==> config.mk <==
export PLATFORM = sky130hd
export DESIGN_NAME = shot_pos_decoder
export DESIGN_NICKNAME = d
export VERILOG_FILES = /design/src/rtl/shot_pos_decoder.sv
export SDC_FILE = /design/constraint.sdc
export NUM_CORES = 1
export LEC_CHECK = 0
export CAP_MARGIN = 30
export CELL_PAD_IN_SITES_DETAIL_PLACEMENT = 1
export CELL_PAD_IN_SITES_GLOBAL_PLACEMENT = 1
export CORE_MARGIN = 3
export CORE_UTILIZATION = 46
export CTS_BUF_LIST = sky130_fd_sc_hd__clkbuf_8
export CTS_CLUSTER_SIZE = 8
export DETAILED_ROUTE_END_ITERATION = 8
export HOLD_SLACK_MARGIN = 0.08
export MAX_ROUTING_LAYER = met4
export PLACE_DENSITY = 0.83
export SYNTH_ARGS = -nofsm -noshare
export SYNTH_HDL_FRONTEND = slang
export SYNTH_SLANG_ARGS = --single-unit
==> constraint.sdc <==
create_clock -name clk -period 1.95 [get_ports clk]
set_input_delay 0.2925 -clock clk [delete_from_list [all_inputs] [get_ports clk]]
set_output_delay 0.2925 -clock clk [all_outputs]
set_load 0.05 [all_outputs]
==> src/rtl/shot_pos_decoder.sv <==
// shot_pos_decoder
//   Receive side of the inter-board shot-position link. Pops bytes from a
//   first-word-fall-through UART RX FIFO and decodes 4-byte tagged frames
//   (payload = byte[7:3], tag = byte[2:0]) into a 10-bit x/y shot position.
//
//   Frame order / tags:  XL=001, XH=010, YL=101, YH=110
//   A byte is captured in the cycle the FIFO shows data and no pop is pending.
//   It is popped and decoded in the next cycle. Decoded results are registered.
//
// Ports
//   clk         system clock
//   rst         asynchronous reset, active low
//   en          decode enable; low = bytes still popped but discarded
//   rx_empty    FIFO empty flag
//   rx_data     FIFO head byte, valid while !rx_empty
//   rd_uart     FIFO pop strobe, one cycle per consumed byte
//   shot_xpos   last decoded x position
//   shot_ypos   last decoded y position
//   shot_valid  one-cycle pulse when shot_xpos/shot_ypos were updated
//   frame_err   one-cycle pulse on any dropped byte or partial frame
//   err_count   saturating count of frame_err pulses
module shot_pos_decoder #(
    parameter int unsigned TIMEOUT_CYCLES = 65_019_506
) (
    input  logic       clk,
    input  logic       rst,
    input  logic       en,
    input  logic       rx_empty,
    input  logic [7:0] rx_data,
    output logic       rd_uart,
    output logic [9:0] shot_xpos,
    output logic [9:0] shot_ypos,
    output logic       shot_valid,
    output logic       frame_err,
    output logic [7:0] err_count
);

    localparam int unsigned CNT_W = $clog2(TIMEOUT_CYCLES + 1);
    localparam logic [CNT_W-1:0] CNT_LAST = CNT_W'(TIMEOUT_CYCLES - 1);

    localparam logic [2:0] TAG_XL = 3'b001;
    localparam logic [2:0] TAG_XH = 3'b010;
    localparam logic [2:0] TAG_YL = 3'b101;
    localparam logic [2:0] TAG_YH = 3'b110;

    typedef enum logic [1:0] {
        WAIT_XL,
        WAIT_XH,
        WAIT_YL,
        WAIT_YH
    } state_t;

    state_t           state_q,      state_d;
    logic [7:0]       byte_q,       byte_d;
    logic             rd_uart_q,    rd_uart_d;
    logic [4:0]       xl_q,         xl_d;
    logic [4:0]       xh_q,         xh_d;
    logic [4:0]       yl_q,         yl_d;
    logic [CNT_W-1:0] cnt_q,        cnt_d;
    logic [9:0]       shot_xpos_q,  shot_xpos_d;
    logic [9:0]       shot_ypos_q,  shot_ypos_d;
    logic             shot_valid_q, shot_valid_d;
    logic             frame_err_q,  frame_err_d;
    logic [7:0]       err_count_q,  err_count_d;

    logic       fetch;
    logic       timeout;
    logic       drop;
    logic [2:0] tag;
    logic [4:0] pay;

    // A byte is taken only when no pop is in flight, so the FIFO head has
    // always advanced before the next capture (at most one byte per 2 clk).
    assign fetch = !rx_empty && !rd_uart_q;
    assign tag   = byte_q[2:0];
    assign pay   = byte_q[7:3];

    // Byte activity in the same cycle wins over an expiring timeout.
    assign timeout = (state_q != WAIT_XL) && (cnt_q == CNT_LAST) && !fetch && !rd_uart_q;

    always_comb begin
        // NOTE: every signal gets a default first so no path leaves it unassigned (no latches).
        state_d      = state_q;
        byte_d       = fetch ? rx_data : byte_q;
        rd_uart_d    = fetch;
        xl_d         = xl_q;
        xh_d         = xh_q;
        yl_d         = yl_q;
        shot_xpos_d  = shot_xpos_q;
        shot_ypos_d  = shot_ypos_q;
        shot_valid_d = 1'b0;
        frame_err_d  = 1'b0;
        drop         = 1'b0;

        if (state_q == WAIT_XL || fetch || rd_uart_q || timeout) begin
            cnt_d = '0;
        end else begin
            cnt_d = cnt_q + CNT_W'(1);
        end

        if (!en) begin
            // Disabled: bytes are consumed silently and any partial frame is forgotten.
            state_d = WAIT_XL;
            xl_d    = '0;
            xh_d    = '0;
            yl_d    = '0;
        end else if (rd_uart_q) begin
            unique case (tag)
                TAG_XL: begin
                    // XL always starts a fresh frame; mid-frame it also aborts the old one.
                    frame_err_d = (state_q != WAIT_XL);
                    xl_d        = pay;
                    xh_d        = '0;
                    yl_d        = '0;
                    state_d     = WAIT_XH;
                end
                TAG_XH: begin
                    if (state_q == WAIT_XH) begin
                        xh_d    = pay;
                        state_d = WAIT_YL;
                    end else begin
                        drop = 1'b1;
                    end
                end
                TAG_YL: begin
                    if (state_q == WAIT_YL) begin
                        yl_d    = pay;
                        state_d = WAIT_YH;
                    end else begin
                        drop = 1'b1;
                    end
                end
                TAG_YH: begin
                    if (state_q == WAIT_YH) begin
                        // Both coordinates update together so consumers never see a mixed pair.
                        shot_xpos_d  = {xh_q, xl_q};
                        shot_ypos_d  = {pay, yl_q};
                        shot_valid_d = 1'b1;
                        state_d      = WAIT_XL;
                        xl_d         = '0;
                        xh_d         = '0;
                        yl_d         = '0;
                    end else begin
                        drop = 1'b1;
                    end
                end
                default: drop = 1'b1;
            endcase
        end else if (timeout) begin
            drop = 1'b1;
        end

        if (drop) begin
            frame_err_d = 1'b1;
            state_d     = WAIT_XL;
            xl_d        = '0;
            xh_d        = '0;
            yl_d        = '0;
        end

        err_count_d = (frame_err_d && err_count_q != 8'hFF) ? err_count_q + 8'd1 : err_count_q;
    end

    // NOTE: all flops, including the captured byte, are reset so nothing stale survives rst.
    always_ff @(posedge clk or negedge rst) begin
        if (!rst) begin
            state_q      <= WAIT_XL;
            byte_q       <= '0;
            rd_uart_q    <= 1'b0;
            xl_q         <= '0;
            xh_q         <= '0;
            yl_q         <= '0;
            cnt_q        <= '0;
            shot_xpos_q  <= '0;
            shot_ypos_q  <= '0;
            shot_valid_q <= 1'b0;
            frame_err_q  <= 1'b0;
            err_count_q  <= '0;
        end else begin
            // NOTE: non-blocking assignments so every flop samples pre-edge values.
            state_q      <= state_d;
            byte_q       <= byte_d;
            rd_uart_q    <= rd_uart_d;
            xl_q         <= xl_d;
            xh_q         <= xh_d;
            yl_q         <= yl_d;
            cnt_q        <= cnt_d;
            shot_xpos_q  <= shot_xpos_d;
            shot_ypos_q  <= shot_ypos_d;
            shot_valid_q <= shot_valid_d;
            frame_err_q  <= frame_err_d;
            err_count_q  <= err_count_d;
        end
    end

    assign rd_uart    = rd_uart_q;
    assign shot_xpos  = shot_xpos_q;
    assign shot_ypos  = shot_ypos_q;
    assign shot_valid = shot_valid_q;
    assign frame_err  = frame_err_q;
    assign err_count  = err_count_q;

endmodule

==> metrics.md, run 1 <==
| Metric | Value |
|---|---|
| Net switching power of the design | 1.24 mW |
| Final Hold Viols | 0 |
| Final std cells w/o fill | 515 |
| Dominant cells by area after synthesis | sky130_fd_sc_hd__dfrtp_1 (55%), sky130_fd_sc_hd__mux2_2 (9.0%), sky130_fd_sc_hd__nor2_1 (5.1%), sky130_fd_sc_hd__xor2_1 (3.3%), sky130_fd_sc_hd__xnor2_1 (2.6%) |
| Sum of buffers and inverters on the critical path | 1 |
| Area leader, netlist | sky130_fd_sc_hd__dfrtp_1 |
| Cell type group with the largest total delay on the critical path | buffers and inverters |
| Vias per Instance | 5.63 |
| Floorplan die width | 96.2 µm |
| End-of-flow core utilization | 61.7% |
| Worst-margin pin slew | 0.529 ns |
| Initial DRC count | 106 |
| Internal Pwr Total | 2.70 mW |
| Std-Cell Rows | 32 |
| Final total negative setup slack | 0 ns |
| Clock skew after layout | 0.0137 ns |
| Final period util | 97.2% |
| Wire length per cell | 19.3 µm |
| R2R Path Start | cnt_q[10] |
| Post-layout net count | 423 |
| Clock-pin slew of the registers on the worst-case setup and hold paths | 0.09 ns |
| Dominant register cell in the synthesized netlist | sky130_fd_sc_hd__dfrtp_1 |
| Reg2reg setup slack | 0.10 ns |
| DRT antenna net count | 0 |
| Drc violations | 0 |
| Logic depth of the worst register-to-register path | 5 |
| Switching share of total power | 31.4% |
| Clock power frac | 33.5% |
| Worst slew margin relative to its limit | 64.6% |
| Combinational fraction of design power | 17.7% |
| Synth warnings | 0 |
| Count of final max-slew check failures | 0 |
| Final weighted congestion of routability-driven global placement | 0.855 |
| Setup violations, final | 0 |
| Largest voltage drop on the vdd net | 0.000403 V |
| Growth of design area from synthesis to finish | 28.5% |
| Initial cell density of the core | 48.0% |
| Number of buffers created by CTS | 9 |
| Final instance area | 4810 µm² |
| Total number of clock tree sinks | 82 |
| Period minus WS final | 1.89 ns |
| Worst setup path end | err_count[7] |
| Power share of the sequential group | 48.7% |
| Number of antenna violations at the first check in global routing | 0 |
| Worst path required time | 1.66 ns |
| Cell count after synthesis | 335 |
| Arrival time of data at the critical path endpoint | 1.60 ns |
| Commonest non-fill, non-tap cells in the layout | sky130_fd_sc_hd__dfrtp_1 (81), sky130_fd_sc_hd__nor2_1 (50), sky130_fd_sc_hd__clkdlybuf4s50_1 (36) |
| Number of different library cells in the post-synthesis netlist | 42 |
| Fraction of the yosys area taken by sequential cells | 54.8% |
| Category of the worst setup path capture point | output port |
| P_leak | 2.11 nW |
| Count of placed standard cells including taps | 497 |
| Vias in the first global route | 3149 |
| Antenna cell count | 0 |
| Post-Place Cell Area | 4510 µm² |
| Number of buffer cells added on primary ports | 42 |
| 1st-pass router iterations | 4 |
| Worst Setup Start Kind | flip-flop |
| Grt total ovfl | 0 |
| Routed vias | 2900 |
| Largest incremental delay on the critical path | 0.83 ns |
| Number of H-tree levels | 3 |
| Slowest cell on the critical path | sky130_fd_sc_hd__clkdlybuf4s50_1 |
| Wire length of the first global-routing pass | 15800 µm |
| Share of flip-flops with an asynchronous set or reset after synthesis | 100% |
| Total of max-cap violations | 0 |
| Most common cell after layout, fill and taps aside | sky130_fd_sc_hd__dfrtp_1 |
| Final wirelength | 9930 µm |
| Estimated wirelength of the detail-placed design | 6700 µm |
| Die footprint | 9260 µm² |
| Highest achievable clock rate | 528 MHz |
| Overall die height | 96.2 µm |
| Mean area per synthesized cell | 11.2 µm² |
| Core footprint | 7810 µm² |
| Number of logic stages on the critical path including buffering | 1 |
| Class of the tightest hold or removal check | input port to async pin |
| Top cell type's share of synthesized area | 54.8% |
| Number of enable flip-flop cells after synthesis | 0 |
| Fraction of final layout cells with drive strength greater than 1 | 24.5% |
| Startpoint-to-endpoint class of the critical path | flip-flop to output port |
| Gr usage total | 23.2% |
| Clock tree from TritonCTS | built |
| Peak fanout along the critical path | 5 |
| Maximum count of clock buffers along a single path | 2 |
| Pwr dens | 817 nW/µm² |
| Largest net degree at the start of global routing | 50 |
| FF+latch count, synth | 82 |
| Clk root buf | sky130_fd_sc_hd__clkbuf_8 |
| Total nets after synthesis | 350 |
| Smallest hold slack | 0.392 ns |
| Reg2Reg Capture Point | cnt_q[23] |
| I/O pin count | 43 |
| CP startpoint | err_count[7] |
| Cells traversed along the worst timing path | clkdlybuf4s50_1 |
| Area of the mapped netlist | 3750 µm² |
| Outcome | complete, no violations |
| Clk_lat worst skew | 0.37 ns |
-- final cells by class --
class / count / area [µm²]
Tap cell: 102 / 128
Clock inverter: 6 / 70.1
Clock buffer: 10 / 138
Fill cell: 833 / 2990
Inverter: 4 / 15.0
Sequential cell: 82 / 2050
Timing Repair Buffer: 75 / 709
Multi-Input combinational cell: 236 / 1700
-- synthesized netlist by cell type, types with 2 or more instances --
cell,number
sky130_fd_sc_hd__a21o_1,2
sky130_fd_sc_hd__a21oi_1,12
sky130_fd_sc_hd__a22oi_1,10
sky130_fd_sc_hd__a2bb2oi_1,3
sky130_fd_sc_hd__a31oi_1,4
sky130_fd_sc_hd__and3_1,4
sky130_fd_sc_hd__and4_1,7
sky130_fd_sc_hd__buf_2,10
sky130_fd_sc_hd__clkbuf_1,3
sky130_fd_sc_hd__dfrtp_1,82
sky130_fd_sc_hd__ha_1,3
sky130_fd_sc_hd__inv_1,4
sky130_fd_sc_hd__mux2_2,30
sky130_fd_sc_hd__nand2_1,16
sky130_fd_sc_hd__nand2b_1,7
sky130_fd_sc_hd__nand3_1,18
sky130_fd_sc_hd__nand3_2,2
sky130_fd_sc_hd__nand4_1,11
sky130_fd_sc_hd__nor2_1,51
sky130_fd_sc_hd__nor2b_1,4
sky130_fd_sc_hd__nor3_1,2
sky130_fd_sc_hd__nor3_4,2
sky130_fd_sc_hd__nor4_1,4
sky130_fd_sc_hd__nor4bb_1,2
sky130_fd_sc_hd__o21ai_0,2
sky130_fd_sc_hd__xnor2_1,11
sky130_fd_sc_hd__xor2_1,14
-- sequential cells by signal (all words and copies together), names as in the netlist --
signal      flops
shot_xpos      10
rd_uart         1
yl_q            5
frame_err       1
byte_q          8
xh_q            5
state_q         2
err_count       8
cnt_q          26
shot_ypos      10
shot_valid      1
xl_q            5
-- repair_timing --
action | CTS | global route
hold endpoints to repair | 26 | 0
pin swaps | 0 | 4
buffers inserted | 0 | 1
setup endpoints to repair | 3 | 53
gates resized for setup | 2 | 17
hold buffers | 1 | 0
-- kinds of logic after synthesis --
group	synth area share, %
fa+ha+maj	1.00
flops	54.8
mux	9.02
compound gates	7.45
simple gates	19.9
xor+xnor	5.85
buf+inv	2.04
-- per-stage QoR --
stage	setup WS [ns]	total power, mW
floorplan	0.104	2.34
global placement	-0.0212	2.61
detailed placement	-0.0722	2.64
CTS	0.00128	3.94
global route	-0.0313	4.11
finish	0.0554	3.93
-- worst min path at each step --
stage	end	slack [ns]	cells after the start
after global routing	err_count[6]	0.42	2
after CTS	err_count[6]	0.40	2
final	err_count[6]	0.39	2
after global placement	err_count[6]	0.24	1
after floorplan	byte_q[0]	-0.003	0
after detailed placement	err_count[6]	0.25	1
-- layer usage --
layer  routed length [µm]  GRT usage, %
met3                  300          4.07
met5                    0             -
met1                 4140          28.3
met4                  187          8.18
met2                 5300          38.8
-- power groups by stage --
stage | clock network, mW | logic [mW] | registers (mW)
floorplan | 0 | 0.255 | 2.08
global placement | 0 | 0.674 | 1.94
detailed placement | 0 | 0.694 | 1.95
CTS | 1.33 | 0.696 | 1.91
global route | 1.43 | 0.746 | 1.93
finish | 1.32 | 0.698 | 1.92
No activity file was read; power rests on OpenSTA's default activity.
==> run 2: changes to the inputs <==
- GPL_TIMING_DRIVEN: unset -> 0
==> metrics.md, run 2 (synthesized netlist as in run 1, its figures left out) <==
| Metric | Value |
|---|---|
| Wire length per cell | 19.7 µm (+2.3%) |
| Clk_lat worst skew | 0.37 ns (about the same) |
| Setup violations, final | 1 (+1) |
| Logic depth of the worst register-to-register path | 7 (+2) |
| Peak fanout along the critical path | 10 (+5) |
| Worst Setup Start Kind | flip-flop |
| Pwr dens | 823 nW/µm² (+0.71%) |
| Post-Place Cell Area | 4320 µm² (-4.1%) |
| Sum of buffers and inverters on the critical path | 2 (+1) |
| Largest net degree at the start of global routing | 44 (-12%) |
| Period minus WS final | 1.96 ns (+0.0652 ns) |
| 1st-pass router iterations | 4 (unchanged) |
| Worst path required time | 2.20 ns (+0.54 ns) |
| Vias per Instance | 5.75 (+2.2%) |
| Floorplan die width | 96.2 µm (unchanged) |
| Clock-pin slew of the registers on the worst-case setup and hold paths | 0.09 ns (about the same) |
| Slowest cell on the critical path | sky130_fd_sc_hd__dfrtp_1 |
| Class of the tightest hold or removal check | input port to async pin |
| Vias in the first global route | 3023 (-4.0%) |
| Worst-margin pin slew | 0.820 ns (+0.291 ns) |
| Number of H-tree levels | 3 (unchanged) |
| Drc violations | 0 (unchanged) |
| Reg2Reg Capture Point | err_count[0] |
| I/O pin count | 43 (unchanged) |
| Largest voltage drop on the vdd net | 0.000376 V (-6.9%) |
| Count of final max-slew check failures | 0 (unchanged) |
| Final setup margin | -0.00973 ns (-0.0652 ns) |
| Growth of design area from synthesis to finish | 28.9% |
| Final weighted congestion of routability-driven global placement | 0.758 (-11%) |
| Std-Cell Rows | 32 (unchanged) |
| Final wirelength | 10100 µm (+1.3%) |
| Final period util | 100% (+3.3 points) |
| Gr usage total | 22.8% (-0.45 points) |
| Category of the worst setup path capture point | flip-flop |
| Estimated wirelength of the detail-placed design | 6050 µm (-9.8%) |
| Die footprint | 9260 µm² (unchanged) |
| Flip-flop count of the largest register, all copies and words added | 26 (unchanged) |
| Antenna cell count | 0 (unchanged) |
| Total number of clock tree sinks | 82 (unchanged) |
| P_leak | 2.03 nW (-3.7%) |
| Reg2reg setup slack | -0.01 ns (-0.11 ns) |
| Final instance area | 4830 µm² (+0.26%) |
| Cell type group with the largest total delay on the critical path | simple AND/OR/NAND/NOR gates |
| Clock skew after layout | 0.0148 ns (+0.00110 ns) |
| Maximum count of clock buffers along a single path | 2 (unchanged) |
| Worst slew margin relative to its limit | 45.1% (-20 points) |
| Grt total ovfl | 0 (unchanged) |
| DRT antenna net count | 0 (unchanged) |
| Arrival time of data at the critical path endpoint | 2.21 ns (+0.61 ns) |
| Number of buffers created by CTS | 9 (unchanged) |
| Cells traversed along the worst timing path | buf_4 > nor4bb_2 > o21bai_1 > nand4_1 > buf_2 > nand2_2 > a41o_1 |
| Post-layout net count | 418 (-1.2%) |
| Highest achievable clock rate | 510 MHz (-3.3%) |
| End-of-flow core utilization | 61.8% (+0.16 points) |
| Number of buffer cells added on primary ports | 42 (unchanged) |
| Outcome | complete, but fails checks |
| Most common cell after layout, fill and taps aside | sky130_fd_sc_hd__dfrtp_1 |
| Total of max-cap violations | 0 (unchanged) |
| Core footprint | 7810 µm² (unchanged) |
| Startpoint-to-endpoint class of the critical path | flip-flop to flip-flop |
| R2R Path Start | state_q[1] |
| Largest incremental delay on the critical path | 0.38 ns (-0.45 ns) |
| Fraction of final layout cells with drive strength greater than 1 | 25.7% (+1.3 points) |
| Clock tree from TritonCTS | built |
| Worst setup timing slack at the placement stage | -0.272 ns (-0.200 ns) |
| Initial cell density of the core | 48.0% (unchanged) |
| Commonest non-fill, non-tap cells in the layout | sky130_fd_sc_hd__dfrtp_1 (75), sky130_fd_sc_hd__nor2_1 (49), sky130_fd_sc_hd__clkdlybuf4s50_1 (39) |
| Register with the most flip-flops | cnt_q |
| Initial DRC count | 108 (+1.9%) |
| Wire length of the first global-routing pass | 15500 µm (-2.1%) |
| Failing checks | setup timing |
| Routed vias | 2935 (+1.2%) |
| Clk root buf | sky130_fd_sc_hd__clkbuf_8 |
| Final Hold Viols | 0 (unchanged) |
| Overall die height | 96.2 µm (unchanged) |
| Number of antenna violations at the first check in global routing | 0 (unchanged) |
[run 2: changes by cell type in the layout (fill, tap and decap cells not counted), moves of 3 or more]
cell	before	now
sky130_fd_sc_hd__dfrtp_1	81	75
sky130_fd_sc_hd__nand3_4	0	3
sky130_fd_sc_hd__buf_4	31	19
sky130_fd_sc_hd__dfrtp_2	1	7
sky130_fd_sc_hd__nand3_2	4	1
sky130_fd_sc_hd__clkdlybuf4s50_1	36	39
[run 2: routing by layer]
metal / GRT usage, % / routed length [µm] / vias to the layer above
met2: 35.1 / 5260 / 65
met1: 29.6 / 4270 / 1519
met4: 8.77 / 218 / 0
li1: - / - / 1328
met3: 4.69 / 306 / 23
met5: - / 0 / -
[run 2: worst max-delay path by stage]
stage	startpoint	end	slack (ns)	cells after the start
floorplan	rd_uart	err_count[4]	0.10	6
global placement	rst	rd_uart	-2.68	1
detailed placement	rx_empty	cnt_q[18]	-0.27	6
CTS	cnt_q[1]	err_count[4]	-0.03	7
global route	state_q[1]	err_count[0]	-0.12	7
finish	state_q[1]	err_count[0]	-0.01	7
[run 2: layout make-up]
| cell class | instances | area [µm²] |
|---|---|---|
| Timing Repair Buffer | 58 | 552 |
| Multi-Input combinational cell | 236 | 1770 |
| Buffer | 12 | 87.6 |
| Inverter | 4 | 15.0 |
| Fill cell | 812 | 2980 |
| Clock buffer | 10 | 138 |
| Tap cell | 102 | 128 |
| Sequential cell | 82 | 2060 |
| Clock inverter | 6 | 72.6 |
[run 2: what timing repair did]
item                                    CTS  global route
hold endpoints to repair                 39             0
cloned                                    0             1
pin swaps                                 5            10
endpoints found under the setup margin   41            68
gates resized for setup                  13            36
hold buffers                              1             0
setup buffers                             3            10
[run 2: where the power goes]
group / internal, mW / leakage, nW / switching [mW]
clock: 0.643 / 0.104 / 0.683
combinational: 0.272 / 0.826 / 0.449
sequential: 1.79 / 1.10 / 0.139
[run 2: per-stage QoR]
step                power (mW)  hold WS [ns]  setup TNS (ns)  instances
floorplan                 2.34      -0.00309               0        335
global placement          2.58         0.468         -201.03        479
CTS                       3.94         0.460         -0.0455        500
detailed placement        2.61         0.306           -8.24        480
global route              4.16         0.496          -0.939        510
finish                    3.97         0.440        -0.00973        510
==> run 3: changes to the inputs <==
- CORE_ASPECT_RATIO: unset -> 1.25
==> metrics.md, run 3 (synthesized netlist as in run 1, its figures left out) <==
| Metric | Value |
|---|---|
| Outcome | complete, no violations |
| Die footprint | 9270 µm² (about the same) |
| Startpoint-to-endpoint class of the critical path | flip-flop to flip-flop |
| 1st-pass router iterations | 4 (unchanged) |
| Worst Setup Start Kind | flip-flop |
| Wire length of the first global-routing pass | 14200 µm (-8.1%) |
| Floorplan die width | 86.7 µm (-9.9%) |
| Clock-pin slew of the registers on the worst-case setup and hold paths | 0.09 ns (about the same) |
| Overall die height | 107 µm (+11%) |
| End-of-flow core utilization | 63.0% (+1.2 points) |
| Class of the tightest hold or removal check | input port to async pin |
| Commonest non-fill, non-tap cells in the layout | sky130_fd_sc_hd__dfrtp_1 (77), sky130_fd_sc_hd__nor2_1 (48), sky130_fd_sc_hd__clkdlybuf4s50_1 (37) |
| Slowest cell on the critical path | sky130_fd_sc_hd__dfrtp_1 |
| Std-Cell Rows | 36 (+13%) |
| Number of antenna violations at the first check in global routing | 0 (unchanged) |
| Vias in the first global route | 2914 (-3.6%) |
| Largest net degree at the start of global routing | 50 (+14%) |
| P_leak | 2.12 nW (+4.2%) |
| Final Hold Viols | 0 (unchanged) |
| Clock skew after layout | 0.0149 ns (+0.000139 ns) |
| Cell type group with the largest total delay on the critical path | simple AND/OR/NAND/NOR gates |
| Grt total ovfl | 0 (unchanged) |
| Final weighted congestion of routability-driven global placement | 0.758 (about the same) |
| Number of logic stages on the critical path including buffering | 6 (-1) |
| Post-Place Cell Area | 4320 µm² (about the same) |
| Wire length per cell | 21.2 µm (+7.4%) |
| Pwr dens | 824 nW/µm² (+0.10%) |
| Gr usage total | 20.5% (-2.3 points) |
| Highest achievable clock rate | 515 MHz (+0.84%) |
| Initial DRC count | 185 (+71%) |
| Period minus WS final | 1.94 ns (-0.0164 ns) |
| Worst setup timing slack at the placement stage | -0.297 ns (-0.0244 ns) |
| CP startpoint | cnt_q[0] |
| Growth of design area from synthesis to finish | 31.8% |
| Routed vias | 2996 (+2.1%) |
| Clk_lat worst skew | 0.37 ns (about the same) |
| Total of max-cap violations | 0 (unchanged) |
| Number of filler instances in the final layout | 817 (+0.62%) |
| Estimated wirelength of the detail-placed design | 5940 µm (-1.8%) |
| Register with the most flip-flops | cnt_q |
| Antenna cell count | 0 (unchanged) |
| Final period util | 99.7% (-0.84 points) |
| Clk root buf | sky130_fd_sc_hd__clkbuf_8 |
| Number of H-tree levels | 3 (unchanged) |
| Category of the worst setup path capture point | flip-flop |
| Reg2reg setup slack | 0.007 ns (+0.02 ns) |
| Logic depth of the worst register-to-register path | 6 (-1) |
| Reg2Reg Capture Point | err_count[4] |
| Final setup margin | 0.00666 ns (+0.0164 ns) |
| Number of buffers created by CTS | 9 (unchanged) |
| Final wirelength | 10800 µm (+7.0%) |
| Clock tree from TritonCTS | built |
| Flip-flop count of the largest register, all copies and words added | 26 (unchanged) |
| R2R Path Start | cnt_q[0] |
| Worst slew margin relative to its limit | 44.0% (-1.1 points) |
| Most common cell after layout, fill and taps aside | sky130_fd_sc_hd__dfrtp_1 |
| Maximum count of clock buffers along a single path | 2 (unchanged) |
| Worst setup path end | err_count[4] |
| Core footprint | 7840 µm² (+0.38%) |
| Count of final max-slew check failures | 0 (unchanged) |
| Fraction of final layout cells with drive strength greater than 1 | 25.7% (-0.069 points) |
| DRT antenna net count | 0 (unchanged) |
| I/O pin count | 43 (unchanged) |
| Sum of buffers and inverters on the critical path | 0 (-2) |
| Post-layout net count | 423 (+1.2%) |
| Drc violations | 0 (unchanged) |
| Setup violations, final | 0 (-1) |
| Largest voltage drop on the vdd net | 0.000773 V (+110%) |
| Worst path required time | 2.22 ns (+0.02 ns) |
| Peak fanout along the critical path | 6 (-4) |
| Final instance area | 4940 µm² (+2.3%) |
| Number of buffer cells added on primary ports | 42 (unchanged) |
| Arrival time of data at the critical path endpoint | 2.21 ns (about the same) |
| Setup repair after global routing missed its margin | yes |
| Smallest hold slack | 0.410 ns (-0.0294 ns) |
| Initial cell density of the core | 47.8% (-0.18 points) |
| Vias per Instance | 5.90 (+2.5%) |
| Worst-margin pin slew | 0.836 ns (+0.0160 ns) |
| Cells traversed along the worst timing path | ha_1 > nor4bb_4 > and4_4 > a31oi_4 > a21oi_1 > mux2_2 |
| Total number of clock tree sinks | 82 (unchanged) |
| Largest incremental delay on the critical path | 0.43 ns (+0.05 ns) |
## run 3: layer usage
layer	track usage, %	wire, µm	vias up
li1	-	-	1339
met1	25.3	4310	1549
met2	32.7	5670	82
met3	3.00	434	26
met4	10.1	344	0
met5	-	0	-
## run 3: cell type report
type                            instances  area (µm²)  area share [%]
Timing Repair Buffer                   63         636            12.9
Inverter                                4        15.0           0.304
Clock buffer                            9         124            2.51
Tap cell                               95         119            2.41
Sequential cell                        82        2060            41.7
Clock inverter                          7        96.3            1.95
Buffer                                 12         101            2.05
Multi-Input combinational cell        236        1790            36.2
## run 3: through the flow
step	setup TNS, ns	power, mW	cells
after floorplan	0	2.34	335
after global placement	-197.08	2.58	472
after detailed placement	-9.36	2.61	473
after CTS	-0.0134	3.98	492
after global routing	-1.58	4.24	508
final	0	4.07	508
## run 3: worst min path at each step
stage / from / to / slack [ns] / cells after the start
after detailed placement: rst / shot_ypos[9] / 0.27 / 1
after CTS: rst / yl_q[2] / 0.42 / 2
final: rst / shot_ypos[9] / 0.41 / 2
after global placement: err_count[5] / err_count[5] / 0.47 / 1
after global routing: rst / shot_ypos[9] / 0.43 / 2
after floorplan: rst / byte_q[0] / -0.003 / 0
## run 3: where the power goes
part           switching, mW  leakage (nW)  internal (mW)
clock network          0.678         0.107          0.721
registers              0.141          1.10           1.79
logic                  0.453         0.905          0.288
## run 3: what timing repair did
action | CTS | global route
endpoints found under the setup margin | 50 | 64
hold buffers | 1 | 0
setup buffers | 3 | 14
gates cloned | 0 | 2
hold endpoints to repair | 33 | 0
resized for setup | 11 | 45
pin swaps | 2 | 8
